===== config.mk =====
export PLATFORM = sky130hd
export DESIGN_NAME = path_delay_stage_flat
export DESIGN_NICKNAME = d
export VERILOG_FILES = /design/src/rtl/path_delay_pkg.sv /design/src/rtl/path_delay_if.sv /design/src/rtl/path_delay_sel.sv /design/src/rtl/path_delay_stage.sv /design/src/flat_wrapper.sv
export SDC_FILE = /design/constraint.sdc
export NUM_CORES = 1
export LEC_CHECK = 0
export CORE_AREA = 2 2 139 128
export CTS_CLUSTER_SIZE = 24
export DETAILED_ROUTE_END_ITERATION = 8
export DIE_AREA = 0 0 141 130
export GPL_TIMING_DRIVEN = 0
export SLEW_MARGIN = 10
export SYNTH_ARGS = -nofsm -noshare
export SYNTH_HDL_FRONTEND = slang
export SYNTH_SLANG_ARGS = --single-unit

===== constraint.sdc =====
create_clock -name clk -period 16.8 [get_ports clk]
set_input_delay 5.04 -clock clk [delete_from_list [all_inputs] [get_ports clk]]
set_output_delay 5.04 -clock clk [all_outputs]
set_load 0.005 [all_outputs]

===== src/rtl/path_delay_pkg.sv =====
// Shared values, enums and the per-transition delay lookup for one module path.
package path_delay_pkg;

  localparam int unsigned MAX_DW    = 32;
  localparam int unsigned NUM_TRANS = 6;

  localparam logic [1:0] V0 = 2'b00;
  localparam logic [1:0] V1 = 2'b01;
  localparam logic [1:0] VZ = 2'b10;
  localparam logic [1:0] VX = 2'b11;

  typedef enum logic [2:0] {
    T01 = 3'd0,
    T10 = 3'd1,
    T0Z = 3'd2,
    TZ1 = 3'd3,
    T1Z = 3'd4,
    TZ0 = 3'd5
  } trans_e;

  typedef enum logic [1:0] {
    CLS_NONE = 2'd0,
    CLS_REJ  = 2'd1,
    CLS_ERR  = 2'd2,
    CLS_PASS = 2'd3
  } pulse_cls_e;

  typedef logic [MAX_DW-1:0]       dly_t;
  typedef dly_t [NUM_TRANS-1:0]    dly_set_t;

  function automatic dly_t dly_min(input dly_t a, input dly_t b);
    return (a < b) ? a : b;
  endfunction

  function automatic dly_t dly_max(input dly_t a, input dly_t b);
    return (a > b) ? a : b;
  endfunction

  // Delay for src->dst; to-x takes the minimum, from-x the maximum of the six.
  function automatic dly_t trans_delay(input logic [1:0] src, input logic [1:0] dst,
                                       input dly_set_t cfg);
    dly_t lo;
    dly_t hi;
    dly_t d;
    lo = dly_min(dly_min(dly_min(cfg[0], cfg[1]), dly_min(cfg[2], cfg[3])),
                 dly_min(cfg[4], cfg[5]));
    hi = dly_max(dly_max(dly_max(cfg[0], cfg[1]), dly_max(cfg[2], cfg[3])),
                 dly_max(cfg[4], cfg[5]));
    d  = '0;
    if (dst == VX) begin
      d = lo;
    end else if (src == VX) begin
      d = hi;
    end else begin
      case ({src, dst})
        {V0, V1}: d = cfg[T01];
        {V1, V0}: d = cfg[T10];
        {V0, VZ}: d = cfg[T0Z];
        {VZ, V1}: d = cfg[TZ1];
        {V1, VZ}: d = cfg[T1Z];
        {VZ, V0}: d = cfg[TZ0];
        default:  d = '0;
      endcase
    end
    return d;
  endfunction

endpackage


===== src/rtl/path_delay_if.sv =====
// Path input, delay configuration and delayed output bundle.
interface path_delay_if #(
  parameter int unsigned DW = 8
);
  logic [1:0]      in_val;
  logic [6*DW-1:0] dly_cfg;
  logic [DW-1:0]   rej_lim;
  logic [DW-1:0]   err_lim;
  logic [1:0]      out_val;
  logic            busy;
  logic            pulse_rej;
  logic            pulse_err;

  modport master (
    output in_val, dly_cfg, rej_lim, err_lim,
    input  out_val, busy, pulse_rej, pulse_err
  );

  modport slave (
    input  in_val, dly_cfg, rej_lim, err_lim,
    output out_val, busy, pulse_rej, pulse_err
  );
endinterface


===== src/rtl/path_delay_sel.sv =====
// Combinational delay selection for a single src->dst transition.
module path_delay_sel
  import path_delay_pkg::*;
#(
  parameter int unsigned DW = 8
) (
  input  logic [1:0]      src,
  input  logic [1:0]      dst,
  input  logic [6*DW-1:0] cfg,
  output logic [DW-1:0]   dly_c
);

  dly_set_t cfg_ext;

  // Widen each packed delay field and look up the transition delay.
  always_comb begin
    cfg_ext = '0;
    for (int i = 0; i < 6; i++) begin
      cfg_ext[i] = MAX_DW'(cfg[i*DW +: DW]);
    end
    dly_c = DW'(trans_delay(src, dst, cfg_ext));
  end

endmodule


===== src/rtl/path_delay_stage.sv =====
// One module path with per-transition delays and reject/error pulse filtering.
module path_delay_stage
  import path_delay_pkg::*;
#(
  parameter int unsigned DW      = 8,
  parameter logic [1:0]  RST_VAL = 2'b11
) (
  input logic         clk,
  input logic         rst,
  path_delay_if.slave bus
);

  typedef enum logic {
    ST_IDLE = 1'b0,
    ST_PEND = 1'b1
  } state_e;

  localparam logic [DW-1:0] ONE     = DW'(1);
  localparam logic [DW-1:0] AGE_MAX = '1;

  state_e        state_q, state_d;
  logic [1:0]    in_q;
  logic [1:0]    out_q, out_d;
  logic [1:0]    pend_q, pend_d;
  logic [DW-1:0] rem_q, rem_d;
  logic [DW-1:0] age_q, age_d;
  logic          rej_q, rej_d;
  logic          err_q, err_d;

  logic          change_c;
  logic          mature_c;
  logic [DW-1:0] width_c;
  logic [DW-1:0] err_eff_c;
  pulse_cls_e    cls_c;
  logic [1:0]    src_c;
  logic [DW-1:0] dly_c;

  // Change detection, pulse classification and the value a new event starts from.
  always_comb begin
    change_c  = (bus.in_val != in_q);
    mature_c  = (state_q == ST_PEND) && (rem_q == ONE);
    width_c   = (age_q == AGE_MAX) ? age_q : age_q + ONE;
    err_eff_c = (bus.err_lim < bus.rej_lim) ? bus.rej_lim : bus.err_lim;
    cls_c     = CLS_NONE;
    if ((state_q == ST_PEND) && !mature_c && change_c) begin
      if (width_c < bus.rej_lim) begin
        cls_c = CLS_REJ;
      end else if (width_c < err_eff_c) begin
        cls_c = CLS_ERR;
      end else begin
        cls_c = CLS_PASS;
      end
    end
    src_c = out_q;
    if (mature_c || (cls_c == CLS_PASS)) begin
      src_c = pend_q;
    end else if (cls_c == CLS_ERR) begin
      src_c = VX;
    end
  end

  path_delay_sel #(
    .DW (DW)
  ) u_sel (
    .src   (src_c),
    .dst   (bus.in_val),
    .cfg   (bus.dly_cfg),
    .dly_c (dly_c)
  );

  // Next state: retire or age the pending slot, then schedule any new event.
  always_comb begin
    state_d = state_q;
    out_d   = out_q;
    pend_d  = pend_q;
    rem_d   = rem_q;
    age_d   = age_q;
    rej_d   = 1'b0;
    err_d   = 1'b0;

    out_d = src_c;
    rej_d = (cls_c == CLS_REJ);
    err_d = (cls_c == CLS_ERR);

    if (state_q == ST_PEND) begin
      if (mature_c || (cls_c != CLS_NONE)) begin
        state_d = ST_IDLE;
      end else begin
        rem_d = rem_q - ONE;
        age_d = width_c;
      end
    end

    if (change_c && (bus.in_val != src_c)) begin
      state_d = ST_PEND;
      pend_d  = bus.in_val;
      rem_d   = (dly_c == '0) ? ONE : dly_c;
      age_d   = '0;
    end
  end

  // State register with synchronous reset.
  always_ff @(posedge clk) begin
    if (rst) begin
      state_q <= ST_IDLE;
      in_q    <= RST_VAL;
      out_q   <= RST_VAL;
      pend_q  <= RST_VAL;
      rem_q   <= '0;
      age_q   <= '0;
      rej_q   <= 1'b0;
      err_q   <= 1'b0;
    end else begin
      state_q <= state_d;
      in_q    <= bus.in_val;
      out_q   <= out_d;
      pend_q  <= pend_d;
      rem_q   <= rem_d;
      age_q   <= age_d;
      rej_q   <= rej_d;
      err_q   <= err_d;
    end
  end

  assign bus.out_val   = out_q;
  assign bus.busy      = (state_q == ST_PEND);
  assign bus.pulse_rej = rej_q;
  assign bus.pulse_err = err_q;

endmodule


===== src/flat_wrapper.sv =====
// flat-port wrapper written by rule: the top's interface ports become plain ports
module path_delay_stage_flat import path_delay_pkg::*;
#(
  parameter int unsigned DW      = 8,
  parameter logic [1:0]  RST_VAL = 2'b11
)
  (clk, rst, bus_in_val, bus_dly_cfg, bus_rej_lim, bus_err_lim, bus_out_val, bus_busy, bus_pulse_rej, bus_pulse_err);
  path_delay_if #(.DW(DW)) bus_i ();
  input logic clk;
  input logic rst;
  input wire logic [$bits(bus_i.in_val)-1:0] bus_in_val;
  input wire logic [$bits(bus_i.dly_cfg)-1:0] bus_dly_cfg;
  input wire logic [$bits(bus_i.rej_lim)-1:0] bus_rej_lim;
  input wire logic [$bits(bus_i.err_lim)-1:0] bus_err_lim;
  output wire logic [$bits(bus_i.out_val)-1:0] bus_out_val;
  output wire logic [$bits(bus_i.busy)-1:0] bus_busy;
  output wire logic [$bits(bus_i.pulse_rej)-1:0] bus_pulse_rej;
  output wire logic [$bits(bus_i.pulse_err)-1:0] bus_pulse_err;
  assign bus_i.in_val = bus_in_val;
  assign bus_i.dly_cfg = bus_dly_cfg;
  assign bus_i.rej_lim = bus_rej_lim;
  assign bus_i.err_lim = bus_err_lim;
  assign bus_out_val = bus_i.out_val;
  assign bus_busy = bus_i.busy;
  assign bus_pulse_rej = bus_i.pulse_rej;
  assign bus_pulse_err = bus_i.pulse_err;
  path_delay_stage #(.DW(DW), .RST_VAL(RST_VAL)) u_core (.clk(clk), .rst(rst), .bus(bus_i));
endmodule

### Word level (Yosys, flattened, before mapping)

Index checks and enable logic that the tools add are counted.

* word-level logic and storage cells: 80
* input bits: 68
* output and inout bits: 5
* register bits after elaboration: 25

* $lt $le $gt $ge: 13
* $add $sub $neg: 2
* bitwise operators: 1
* reduce and logical (&&, ||, !) cells: 13
* multiplexer cells: 27
* equality and inequality tests: 16

Operator list (count)
* two-way mux 8 bit: 18
* less-than comparator 8 bit: 8
* one-hot mux 8 bit (6 select lines): 1
* greater-than comparator 8 bit: 5
* adder 8 x 1 -> 8 bit, second input constant: 1
* equality test 2 bit, second input constant: 4
* equality test 4 x 3 -> 1 bit, second input constant: 2
* equality test 4 bit, second input constant: 2
* equality test 8 x 1 -> 1 bit, second input constant: 1
* equality test 8 bit, second input constant: 1
* logical NOT 8 bit: 1
* two-way mux 2 bit: 4
* subtractor 8 x 1 -> 8 bit, second input constant: 1
* equality test 4 x 1 -> 1 bit, second input constant: 1
* equality test 4 x 2 -> 1 bit, second input constant: 1
* logical AND 1 bit: 4
* two-way mux 1 bit: 4
* != test 2 bit: 2
* AND reduction 2 bit: 2
* nonzero test 2 bit: 2
* equality test 2 x 1 -> 1 bit, second input constant: 1
* logical OR 1 bit: 2
* != test 2 bit, second input constant: 1
* OR reduction 2 bit: 1
* 2 further kinds: 2

### Depth between registers and ports, before layout

Gate-level depths: netlist of the first run.

* depth after elaboration: 16
* depth in mapped cells: 32
* gate-level depth less buffers: 30

### Modules after synthesis

Synthesis of the first run repeated with hierarchy kept, for this count alone.

* cell total of the unflattened synthesis: 674
* area total of the unflattened synthesis: 5017.3 um^2

Modules (own cells, without submodules)
* path_delay_sel: cells an instance 424, area an instance 2959.1 um^2, times used 1, sequential area each 0.0 um^2
* path_delay_stage: cells an instance 250, area an instance 2058.2 um^2, times used 1, sequential area each 500.5 um^2

### Worst setup path after synthesis of the first run

OpenSTA, ideal clock, no wires.

* path type: input to register
* start point: input port bus_dly_cfg[11]
* end point: register u_core.rem_q[0]
* stages: 31
* path buffers: 2
* required time: 16.677 ns
* arrival time: 10.764 ns
* slack: 5.912 ns
* setup time: 0.123 ns
* cell sequence: inv_1 ha_1 and3_1 a221o_1 a211o_1 buf_6 and2_1 clkbuf_1 a21oi_1 inv_1 ha_1 a21oi_1 nor2b_1 o21ai_0 nand2b_1 a211o_1 nor3_2 o21ai_0 o31a_1 ha_1 a21o_1 a21oi_1 a21oi_1 a211o_1 o31ai_1 o221ai_1 o21a_1 o221a_2 a31oi_1 a2111o_1 o22ai_2

* longest elaborated chain between the ends: 11
* elaborated cells on any way between the ends: 18
* classes of those cells: 6 x order compare; 11 x mux; 1 x reduce/logical

Ends and longest elaborated chain
* start, declared: RTL line flat_wrapper.sv:12 `input wire logic [$bits(bus_i.dly_cfg)-1:0] bus_dly_cfg;`
* greater-than comparator 8 bit: RTL line path_delay_pkg.sv:36 `return (a > b) ? a : b;`
* two-way mux 8 bit: RTL line path_delay_pkg.sv:36
* greater-than comparator 8 bit: RTL line path_delay_pkg.sv:36
* two-way mux 8 bit: RTL line path_delay_pkg.sv:36
* greater-than comparator 8 bit: RTL line path_delay_pkg.sv:36
* two-way mux 8 bit: RTL line path_delay_pkg.sv:36
* two-way mux 8 bit: RTL line path_delay_pkg.sv:52 `end else if (src == VX) begin`
* two-way mux 8 bit (*): RTL line path_delay_pkg.sv:50 `if (dst == VX) begin`
* logical NOT 8 bit: RTL line path_delay_stage.sv:97 `rem_d = (dly_c == '0) ? ONE : dly_c;`
* two-way mux 8 bit (*): RTL line path_delay_stage.sv:97
* two-way mux 8 bit (*): RTL line path_delay_stage.sv:94 `if (change_c && (bus.in_val != src_c)) begin`
* end signal, assigned: RTL line path_delay_stage.sv:118 `rem_q <= rem_d;`
* end, declared: RTL line path_delay_stage.sv:25 `logic [DW-1:0] rem_q, rem_d;`

Every way passes the cells marked *; elsewhere a longest branch is shown, timed or not.
A chain may end at the register's enable or synchronous reset.

### Final worst setup path of the first run

* start point: input port bus_dly_cfg[9]
* end point: register u_core.rem_q[0]

The elaborated chain is that of the path after synthesis.

==> results.md, run 1 <==
- Status: completed
- Syn Inst Count: 681
- Worst VDD drop: 0.0000399 V
- Worst Setup Path Type: in2reg
- Nets: 901
- Flops & latches, synth: 25
- Max-cap violations: 0
- Worst-path clk slew: 60 ps
- Crit Reg-Reg Startpoint: u_core.age_q[0]
- Minimum clock period: 12440 ps
- Setup TNS: 0 ps
- Wire per inst: 17.7 um
- Clk_skew: 6.78 ps
- Worst hold path stage count: 2
- Post-synth EDFFs: 0
- DRT Pass-1 Iters: 5
- Reg2reg setup slack: 11430 ps
- Beginning of the worst hold path: u_core.age_q[6]
- Asr flop ratio synth: 0%
- Hold slack: 475 ps
- Worst path slowest cell: clkdlybuf4s50_1
- Die area: 18300 sq um
- # DRC: 0
- Diode count: 0
- Fmax: 80.4 MHz
- HP Class: reg2reg
- GRT Total Usage: 18.6%
- Reg2reg path depth: 20
- CP Capture Type: flop
- Starting Density: 29.1%
- Clk sinks: 25
- Placed Area: 5940 sq um
- Worst Hold Endpoint: u_core.age_q[6]
- Post-synthesis sequential area ratio: 10.1%
- Site Rows: 46
- Port Buffers: 70
- Power density cells: 70.0 nW/um^2
- Worst path bufs/invs: 5
- CP most frequent cell: a21oi_1
- RD Place Congestion: 0.989
- Die width: 141 um
- Syn Area/Cell: 7.30 sq um
- Final Setup Violations: 0
- Via/cell ratio: 5.67
- Largest net degree at the start of global routing: 14
- Max FO, Critical Path: 10
- Remaining global-route overflow: 0
- Num CTS Buffers: 3
- Crit path DAT: 12580 ps
- Core region area: 17100 sq um
- Post-CTS Hold Buffers: 0
- Global-route wire length before repair: 27.3 mm
- Total Power: 0.000422 W
- Syn Std Cell Area: 4970 sq um
- Final WL: 17.2 mm
- CP Launch Type: input port
- Initial antenna violation count: 0
- Clock Path Buffers: 2
- Worst R2R End: u_core.rem_q[4]
- Final Hold Viols: 0
- DP HPWL: 14.6 mm
- Delay-heaviest family, CP: compound AO/OA/AOI/OAI gates
- Synth warnings: 0
- Post-route ant nets: 0
- CTS-repair resized insts: 0
- Leakage: 2.59 nW
- Worst rel slew slack: 22.4%
- Worst Tran Pin Value: 1150 ps
- Root buf cell: clkbuf_16
- Via count: 5508
- Post-synth top flop: dfxtp_1
- Part of the cycle the worst path needs: 74.0%
- Max incr delay on CP: 560 ps
- Unique masters post-synth: 69
- Syn_nets: 826
- CTS tree: built
- # fillers: 1785
- H-tree levels: 1
- Post-CTS setup buffers: 0
- Layout cells sized above 1: 3.05%
- Post-Layout Inst Area: 6030 sq um
- Layout Utilization: 35.3%
- Detailed Route Iter0 Violations: 360
- RSZ-0062 raised after global routing: false
- Num ports: 73
- Die height: 130 um
- Critical Path RT: 16940 ps
- Slew Viols, Final: 0
- Worst skew pair latency: 260 ps
- Vias in the first global route: 5249
- Area growth syn-to-layout: 21.2%
## metrics by stage
| stage | instances | setup slack [ps] |
|---|---|---|
| floorplan | 681 | 5910 |
| global placement | 967 | 4150 |
| detailed placement | 967 | 4230 |
| CTS | 971 | 4430 |
| global route | 971 | 3750 |
| finish | 971 | 4360 |
## worst min-delay path, cell delays in order (launching register included)
cell	delay, ps
dfxtp_1	320
nand2_1	60
a21oi_1	50
## placed cells by master (no fill, tap or decap), drive strengths merged, types with 4 or more instances in the layout
| master | instances |
|---|---|
| a21oi | 54 |
| nor3 | 16 |
| o311ai | 5 |
| xnor2 | 13 |
| buf | 7 |
| a311oi | 4 |
| xor2 | 6 |
| dfxtp | 25 |
| mux2i | 46 |
| o211ai | 12 |
| o22ai | 4 |
| nand3 | 20 |
| and2 | 11 |
| a21boi | 4 |
| clkdlybuf4s50 | 70 |
| nor2b | 10 |
| ha | 77 |
| or3 | 10 |
| nor2 | 68 |
| a211o | 8 |
| inv | 55 |
| a21o | 15 |
| a211oi | 12 |
| a31oi | 9 |
| nand4 | 12 |
| or2 | 4 |
| o21ai | 45 |
| clkbuf | 19 |
| o21a | 5 |
| nand2 | 44 |
| and4 | 5 |
| nor4 | 7 |
| nand2b | 7 |
## power breakdown
group	internal [W]	switching [W]
registers	0.0000660	0.00000591
logic	0.000118	0.000179
clock network	0.0000324	0.0000206
## sequential cells by signal (all words and copies together), names as in the netlist
register              cells
u_core.bus.pulse_rej      1
u_core.pend_q             2
u_core.in_q               2
u_core.rem_q              8
u_core.bus.busy           1
u_core.bus.out_val        2
u_core.age_q              8
u_core.bus.pulse_err      1
## layer usage
metal	track usage [%]	wire (um)	vias to the layer above
li1	-	-	2710
met1	26.7	8200	2564
met2	28.9	7270	205
met3	3.56	1420	29
met4	4.12	343	0
met5	0	0	-
## synth_stat cells, types with 6 or more instances
cell type / instances / area (sq um)
nor3_1: 15 / 75.1
nand4_1: 12 / 75.1
mux2i_1: 46 / 460
nor2b_1: 10 / 62.6
inv_1: 55 / 206
a31oi_1: 7 / 43.8
nand2_1: 44 / 165
a211oi_1: 11 / 82.6
ha_1: 77 / 963
nor2_1: 67 / 251
or3_1: 10 / 62.6
and2_1: 10 / 62.6
a21oi_1: 54 / 270
dfxtp_1: 25 / 500
a211o_1: 8 / 70.1
o21ai_0: 43 / 215
clkbuf_1: 15 / 56.3
nor4_1: 7 / 43.8
xor2_1: 6 / 52.6
xnor2_1: 13 / 114
nand3_1: 20 / 100
nand2b_1: 7 / 43.8
a21o_1: 15 / 113
o211ai_1: 12 / 90.1
## kinds of logic after synthesis
| family | after synthesis | share of synthesized area (%) |
|---|---|---|
| compound gates | 215 | 29.5 |
| xor+xnor | 19 | 3.35 |
| fa+ha+maj | 77 | 19.4 |
| buf+inv | 77 | 6.04 |
| flops | 25 | 10.1 |
| mux | 48 | 9.71 |
| simple gates | 220 | 22.0 |
## cell type report
cell class	count	area (sq um)	share of cell area, %
multi-input combinational	579	4180	69.3
inverter	55	206	3.43
clock buffer	4	78.8	1.31
tap	216	270	4.48
buffer	22	93.8	1.56
sequential	25	500	8.30
timing repair buffer	70	701	11.6
## worst max-delay path by stage
stage / startpoint / end / slack (ps) / cells past startpoint
6_report: bus_dly_cfg[9] / u_core.rem_q[0] / 4360 / 32
3_5_place_dp: bus_dly_cfg[9] / u_core.rem_q[0] / 4230 / 32
3_3_place_gp: bus_dly_cfg[9] / u_core.rem_q[0] / 4150 / 32
4_1_cts: bus_dly_cfg[9] / u_core.rem_q[0] / 4430 / 32
2_1_floorplan: bus_dly_cfg[11] / u_core.rem_q[0] / 5910 / 31
5_1_grt: bus_dly_cfg[9] / u_core.rem_q[0] / 3750 / 32
Note: power is estimated with default switching activity, not from simulation.
==> inputs of run 2 (changes only) <==
clock period = 12.2 ns   (was 16.8 ns; I/O delays follow)
==> results of run 2 <==
Same layout as run 1 (identical final DEF). Status: completed.
Among the figures that moved: setup slack after placement 4230 ps -> 1010 ps; setup slack after layout 4360 ps -> 1140 ps; register-to-register setup slack 11430 ps -> 6830 ps; total power 0.000422 W -> 0.000581 W; worst IR drop on VDD 0.0000399 V -> 0.0000550 V
==> variant (config.mk and constraints of run 1) <==
`DW` is set to 8 in 4 places; all go to 10.
--- a/src/rtl/path_delay_if.sv
+++ b/src/rtl/path_delay_if.sv
@@ -1,6 +1,6 @@
 // Path input, delay configuration and delayed output bundle.
 interface path_delay_if #(
-  parameter int unsigned DW = 8
+  parameter int unsigned DW = 10
 );
   logic [1:0]      in_val;
   logic [6*DW-1:0] dly_cfg;
--- a/src/rtl/path_delay_sel.sv
+++ b/src/rtl/path_delay_sel.sv
@@ -2,7 +2,7 @@
 module path_delay_sel
   import path_delay_pkg::*;
 #(
-  parameter int unsigned DW = 8
+  parameter int unsigned DW = 10
 ) (
   input  logic [1:0]      src,
   input  logic [1:0]      dst,
--- a/src/rtl/path_delay_stage.sv
+++ b/src/rtl/path_delay_stage.sv
@@ -2,7 +2,7 @@
 module path_delay_stage
   import path_delay_pkg::*;
 #(
-  parameter int unsigned DW      = 8,
+  parameter int unsigned DW      = 10,
   parameter logic [1:0]  RST_VAL = 2'b11
 ) (
   input logic         clk,
--- a/src/flat_wrapper.sv
+++ b/src/flat_wrapper.sv
@@ -1,7 +1,7 @@
 // flat-port wrapper written by rule: the top's interface ports become plain ports
 module path_delay_stage_flat import path_delay_pkg::*;
 #(
-  parameter int unsigned DW      = 8,
+  parameter int unsigned DW      = 10,
   parameter logic [1:0]  RST_VAL = 2'b11
 )
   (clk, rst, bus_in_val, bus_dly_cfg, bus_rej_lim, bus_err_lim, bus_out_val, bus_busy, bus_pulse_rej, bus_pulse_err);
Interface: changed (resized bus_dly_cfg, bus_err_lim and bus_rej_lim); port bits go from 73 to 89. The function was not compared with the original's and may differ.
==> variant against run 1 <==
- combinational power rose by 15%
- setup slack got worse by 0.32 ns
- synthesized area rose by 23%
- sequential cell count rose by 4
- power rose by 26%
- global-route usage rose by 4.7 points
- clock skew rose by 0.0030 ns
- design area rose by 24%
- routed wire length rose by 25%
==> variant: results (changes against run 1) <==
Number of instances in the placed design: 1168 (+21%). The flow ran to the end, and the final reports show no timing, DRC or antenna violations. H-tree depth: 2 (+1). The portion of netlist area occupied by mux cells works out to 10.9% (+1.2 points). The tools report the worst hold endpoint as u_core.age_q[8]$_SDFFE_PP0P_. The run gives 4.15% (+0.59 points) as the fraction of met3 tracks used by global routing. The commonest cells after synthesis are 97 x sky130_fd_sc_hd__ha_1, 92 x sky130_fd_sc_hd__nand2_1, 82 x sky130_fd_sc_hd__nor2_1. Capture point of the worst reg-to-reg path: u_core.rem_q[0]$_SDFFE_PP0P_.

The iteration count of the initial detailed-routing pass is 6 (+1). The distinct cell type count of the synthesized netlist came out at 79 (+14%). The total global-route track usage was 23.3% (+4.7 points); the overall power was 530 uW (+26%).

The worst register-to-register path begins at u_core.age_q[2]$_SDFFE_PP0P_. The tools report the internal power as 287 uW (+32%). Tracing the worst setup path back leads to its startpoint at bus_dly_cfg[13]. The tools report the register-to-register setup slack as 11.24 ns (-0.19 ns). The wire length per cell after detailed routing is 18.4 um (+3.6%), and the met2 usage is 35.7% (+6.8 points).

The adder-cell area share of the yosys netlist is 19.8% (+0.40 points). The worst stage delay on the critical path was 0.58 ns (+0.02 ns); the sequential fraction of design power was 15.5% (-1.5 points). The initial detailed-routing violation count is 565 (+57%).

The logs give 21.6 mm (+25%) for the aggregate routed wire length and 5 (+2) for the number of buffers created by CTS. The tools report the filler cell count as 1804 (+1.1%). Global-route wire length before repair: 33.7 mm (+23%). The synthesized netlist net count is 1045 (+27%). In this run the worst setup path terminates at u_core.rem_q[5]$_SDFFE_PP0P_.

Global placement routability congestion: 0.992 (+0.26%). The peak supply drop is 0.0483 mV (+21%). The tools report the start point of the worst hold path as u_core.age_q[8]$_SDFFE_PP0P_. Post-synthesis xor/xnor area fraction: 3.28% (-0.064 points). The tools report the via count of the first global-routing pass as 6250 (+19%).

Sorting the synthesized cells by area gives the leading types as sky130_fd_sc_hd__ha_1 20%, sky130_fd_sc_hd__dfxtp_1 9.5%, sky130_fd_sc_hd__mux2i_1 9.5%. The length in cells of the worst reg-to-reg path is 22 (+10%), and the post-synthesis sequential area ratio is 9.46% (-0.60 points). The tools report the wire length on met1 as 10.5 mm (+28%).

The fraction of layout instances using a drive strength above 1 works out to 4.27% (+1.2 points). The number of buffers inserted by port buffering works out to 88 (+26%). For the post-synthesis cell count, the log shows 864 (+27%). For the count of cells resized by post-cts repair, the log shows 0 (unchanged). In the final layout, the registers with the most flip-flops are u_core.age_q: 10 flops, u_core.rem_q: 10 flops.
-- variant: changes by cell type in the layout (fill, tap and decap cells not counted), sizes merged, moves of 12 or more --
cell / before / now
clkdlybuf4s50: 70 / 88
mux2i: 46 / 58
nand2: 44 / 93
ha: 77 / 97
inv: 55 / 75
nor2: 68 / 82
a21oi: 54 / 71
-- variant: area by class of cell --
class                           instances  area (um^2)  area share, %
Sequential cell                        29          581           7.78
Multi-Input combinational cell        723         5120           68.6
Timing Repair Buffer                   88          881           11.8
Tap cell                              216          270           3.62
Clock buffer                            6          139           1.86
Clock inverter                          2         37.5          0.503
Inverter                               78          293           3.92
Buffer                                 34          140           1.88
-- variant: stage by stage --
stage | cell area [um^2] | hold slack, ns | setup slack, ns
finish | 7460 | 0.501 | 4.04
global route | 7460 | 0.546 | 3.48
CTS | 7460 | 0.502 | 4.24
detailed placement | 7290 | 0.495 | 3.97
global placement | 7290 | 0.488 | 3.95
floorplan | 6140 | 0.469 | 5.74
